**src/rtl/axi_rd_arbiter.sv**
```systemverilog
// axi_rd_arbiter: arbitrates instruction and data read requests onto one AXI read channel, one burst outstanding.
// Optional macro ARB_RR_EN: alternate grants on simultaneous requests; when undefined data has fixed priority.
module axi_rd_arbiter (
    input  logic        aclk,
    input  logic        aresetn,
    input  logic        i_req,
    input  logic [31:0] i_addr,
    input  logic [7:0]  i_len,
    output logic        i_ack,
    output logic        i_rvalid,
    input  logic        d_req,
    input  logic [31:0] d_addr,
    input  logic [7:0]  d_len,
    input  logic [2:0]  d_size,
    output logic        d_ack,
    output logic        d_rvalid,
    output logic [31:0] req_rdata,
    output logic [1:0]  req_rresp,
    output logic        req_rlast,
    output logic [3:0]  arid,
    output logic [31:0] araddr,
    output logic [7:0]  arlen,
    output logic [2:0]  arsize,
    output logic        arvalid,
    input  logic        arready,
    input  logic [31:0] rdata,
    input  logic [1:0]  rresp,
    input  logic        rlast,
    input  logic        rvalid,
    output logic        rready
);
    typedef enum logic [1:0] {IDLE, ADDR, DATA} state_t;

    state_t      r_state;
    state_t      w_state_nxt;
    logic        r_owner_d;
    logic [31:0] r_araddr;
    logic [7:0]  r_arlen;
    logic [2:0]  r_arsize;
    logic        w_gnt;
    logic        w_gnt_d;
    logic        w_take;
    logic        w_ar_done;
    logic        w_data;

    assign w_gnt  = i_req || d_req;
    assign w_take = (r_state == IDLE) && w_gnt;

`ifdef ARB_RR_EN
    logic r_last_d;

    // on a tie the data side wins unless it also won the previous grant
    always_comb w_gnt_d = d_req && (!i_req || !r_last_d);

    // remember which side received the most recent grant
    always_ff @(posedge aclk or negedge aresetn) begin
        if (!aresetn)
            r_last_d <= 1'b0;
        else if (w_take)
            r_last_d <= w_gnt_d;
    end
`else
    assign w_gnt_d = d_req;
`endif

    // state register; reset abandons any burst in flight
    always_ff @(posedge aclk or negedge aresetn) begin
        if (!aresetn)
            r_state <= IDLE;
        else
            r_state <= w_state_nxt;
    end

    // next state: grant in IDLE, wait for AR handshake, then wait for the last beat
    always_comb begin
        w_state_nxt = r_state;
        case (r_state)
            IDLE:    w_state_nxt = w_gnt ? ADDR : IDLE;
            ADDR:    w_state_nxt = arready ? DATA : ADDR;
            DATA:    w_state_nxt = (rvalid && rlast) ? IDLE : DATA;
            default: w_state_nxt = IDLE;
        endcase
    end

    // latch the winner and its AR fields at grant; held stable until the next grant
    always_ff @(posedge aclk or negedge aresetn) begin
        if (!aresetn) begin
            r_owner_d <= 1'b0;
            r_araddr  <= 32'd0;
            r_arlen   <= 8'd0;
            r_arsize  <= 3'd0;
        end else if (w_take) begin
            r_owner_d <= w_gnt_d;
            r_araddr  <= w_gnt_d ? d_addr : i_addr;
            r_arlen   <= w_gnt_d ? d_len : i_len;
            r_arsize  <= w_gnt_d ? d_size : 3'b010;
        end
    end

    assign arvalid   = (r_state == ADDR);
    assign w_ar_done = arvalid && arready;
    assign w_data    = (r_state == DATA);
    assign arid      = {3'b000, r_owner_d};
    assign araddr    = r_araddr;
    assign arlen     = r_arlen;
    assign arsize    = r_arsize;
    assign i_ack     = w_ar_done && !r_owner_d;
    assign d_ack     = w_ar_done && r_owner_d;
    assign rready    = w_data;
    assign i_rvalid  = w_data && rvalid && !r_owner_d;
    assign d_rvalid  = w_data && rvalid && r_owner_d;
    assign req_rdata = w_data ? rdata : 32'd0;
    assign req_rresp = w_data ? rresp : 2'd0;
    assign req_rlast = w_data && rlast;
endmodule

```
**config.mk**
```make
export PLATFORM = sky130hd
export DESIGN_NAME = axi_rd_arbiter
export DESIGN_NICKNAME = d
export VERILOG_FILES = /design/src/rtl/axi_rd_arbiter.sv
export SDC_FILE = /design/constraint.sdc
export NUM_CORES = 1
export LEC_CHECK = 0
export ABC_CLOCK_PERIOD_IN_PS = 1700
export CORE_AREA = 5 5 119 121
export DETAILED_ROUTE_END_ITERATION = 7
export DIE_AREA = 0 0 124 126
export PLACE_DENSITY = 0.62
export SYNTH_ARGS = -nofsm -noshare
export SYNTH_HDL_FRONTEND = slang
export SYNTH_SLANG_ARGS = --single-unit
```
**constraint.sdc**
```tcl
create_clock -name aclk -period 1.7 [get_ports aclk]
set_input_delay 0.34 -clock aclk [delete_from_list [all_inputs] [get_ports aclk]]
set_output_delay 0.34 -clock aclk [all_outputs]
set_load 0.01 [all_outputs]
```
==> results.md <==
Status
- outcome: finished with violations
- failing checks: setup timing

Logic synthesis
- Yosys warnings: 0
- largest family of logic cells by synthesized area: multiplexers
- share of Yosys cell area claimed by the top area cell type: 39.88%
- Synth Cell Area: 0.002887 mm2
- most repeated cell in the gate-level netlist after synthesis: mux2_4
- proportion of synthesized chip area in sequential cells: 39.88%
- most common library cells after synthesis: mux2_4, dfrtp_1, and2_1
- dominant synthesized flop cell: dfrtp_1
- Adder-Cell Fraction of Synth Area: 0%
- cell type with the largest total area after synthesis: dfrtp_1
- count of distinct cell types in the synthesized netlist: 22
- count of mapped cells out of synthesis: 201
- multiplexer share of the synthesized area: 40.83%
- synthesized area divided by synthesized cell count: 14.36 um2
- number of flops mapped to enable cells by yosys: 0
- Post-Synth XOR/XNOR Area: 0%
- proportion of synthesized flip-flops having asynchronous set or reset: 100.0%
- ranking of synthesized cells by area: dfrtp_1, mux2_4, and2_1, buf_12, mux2_2
- Compound-Gate Fraction of Synth Area: 2.167%
- Seq cells post-synth: 46
- simple-gate share of the synthesized area: 10.01%

Layout
- area growth from synthesis to layout: 100.9%
- # nets final: 565
- area taken by flip-flops and latches: 0.001152 mm2
- fraction of final layout cells with drive strength greater than 1: 47.29%
- number of inserted filler cells in the final layout: 1210
- Finished Cell Area: 0.005798 mm2
- final cell count without fillers: 618
- Antenna diodes: 0
- final design utilization: 44.67%
- Multi-input gate area: 0.001655 mm2

CTS
- CTS tree: built
- CTS H-Tree Depth: 2
- clock tree root driver cell: clkbuf_16
- number of hold buffers added after cts: 0
- clock sink count: 46
- clock slew seen by the registers of the worst setup and hold paths: 70 ps
- Clock Latency Late Sink: 280 ps
- Inserted Clock Buffers: 5
- number of buffers between clock root and the deepest sink: 2

Worst setup path
- kind of end point of the critical path: output port
- CP Class: reg2out
- most used cell along the critical path: buf_6
- CP Data Arrival Time: 1500 ps
- data required time at the worst endpoint: 1360 ps
- Max Fanout on Critical Path: 5
- slowest cell on the critical path: dfrtp_1
- crit-path max cell delay: 420 ps
- ordered cell list for the critical path: nor2b_4 > buf_6 > buf_8 > buf_6 > and2_4 > buf_6
- kind of start point of the critical path: flip-flop

Power
- worst vdd rail ir drop: 0.0005740 V
- power density over the cells: 1498 mW/mm2
- overall power after layout: 8.686 mW
- Lkg Pwr: 2.638 nW

STA
- Min Hold Slack: 46.55 ps
- achievable clock frequency: 542.3 MHz
- crit share post-route: 108.5%
- Hold Fails Final Rpt: 0
- setup repair after global routing missed its margin: yes
- post-route minimum period: 1844 ps
- Final setup viols: 43
- number of max-slew violations in the final report: 0
- worst path setup slack after routing: -144.0 ps
- Max Clock Skew: 5.970 ps

Drt
- routed vias: 2429
- wire length per cell after detailed routing: 16.24 um
- DRT antenna net count: 0
- number of iterations in the first detailed-routing pass: 4
- Vias per Instance: 3.930
- DRC violations left: 0
- initial DRC count: 59
- final wirelength: 10.04 mm

Global route
- remaining global-route overflow: 0
- Tot GR Track Use: 11.54%
- antenna violations before repair: 0
- pin count of the biggest net entering global routing: 32
- vias in the first global route: 2683
- first-pass GRT wire length: 14.16 mm

Run
- max cap viols: 0

Placement
- HPWL after DPL: 7.343 mm
- placed cells: 585
- port bufs: 208
- RD Place Congestion: 0.8007
- Area after DPL: 0.005164 mm2

Floorplanning
- Ports: 212
- Site Rows: 42
- Starting Density: 22.24%
- standard cell core area: 0.01298 mm2
- floorplan die area: 0.01562 mm2
- die height: 126 um
- x dimension of the die: 124 um

Hold path
- class of the most critical hold timing path: in2async

==> sequential cells by signal (all words and copies together), names as in the netlist <==
register / flops
r_owner_d: 1
r_state: 2
araddr: 32
arsize: 3
arlen: 8
==> final cells by class <==
cell class,instances,area share [%]
Clock buffer,5,2.158
Clock inverter,3,0.7553
Inverter,1,0.06474
Multi-Input combinational cell,139,28.55
Sequential cell,46,19.87
Tap cell,176,3.798
Timing Repair Buffer,248,44.80
==> per-layer routing <==
layer  GRT usage [%]  up-vias  wire (um)
met2           21.09       92       5536
met4           2.642        0        102
met1           13.27     1168       3743
met5               0        -          0
li1                -     1161          -
met3           3.049        8        653
==> power by group <==
part           internal [mW]  switching, mW  total (mW)
registers               1.67          0.354        2.02
logic                   3.68           1.87        5.55
clock network          0.696          0.419        1.12
total                   6.05           2.64        8.69
==> cell usage in the layout (no fill, tap or decap), drive strengths merged <==
cell           count
nand2              7
conb               3
buf               79
clkinv             1
o22a               1
bufinv             1
clkdlybuf4s50    165
nor2b              2
dfrtp             46
a22o               1
and2              35
and3               2
o21a               1
inv                2
a32o               2
o21ai              2
clkbuf             9
nor2               3
mux2              80
==> final timing paths <==
path	slack [ps]	end	cells past startpoint	startpoint
max	-140	req_rdata[10]	6	r_state[0]$_DFF_PN0_
min	50	araddr[10]$_DFFE_PN0P_	2	aresetn
max reg2reg	-30	araddr[13]$_DFFE_PN0P_	6	r_state[0]$_DFF_PN0_
min reg2reg	500	arsize[2]$_DFFE_PN0P_	1	arsize[2]$_DFFE_PN0P_
max in group asynchronous	1380	r_owner_d$_DFFE_PN0P_	2	aresetn
min in group aclk	500	arsize[2]$_DFFE_PN0P_	1	arsize[2]$_DFFE_PN0P_
==> per-stage QoR <==
stage,setup TNS [ps],setup slack (ps)
5_1_grt,-5727,-189.0
4_1_cts,-2574,-157.0
2_1_floorplan,0,255.2
3_5_place_dp,-4584,-235.4
3_3_place_gp,-3351,-239.9
6_report,-2110,-144.0
==> critical path, delay by kind of cell, from the launching register on <==
kind                   cells  cell delay [ps]
and+or+nand+nor            2              350
buffers and inverters      4              450
DFF                        1              420
==> kinds of logic after synthesis <==
group,count (synthesis)
compound gates,7
other cells,1
simple gates,49
mux,80
flops,46
buf+inv,18
==> timing repair <==
action | 4_1_cts | 5_1_grt
endpoints found under the hold margin | 0 | 0
buffers inserted | 13 | 6
pin swaps | 11 | 11
endpoints found under the setup margin | 41 | 73
resized for setup | 226 | 37
gates cloned | 5 | 4
Power figures use the tool's default switching activity.
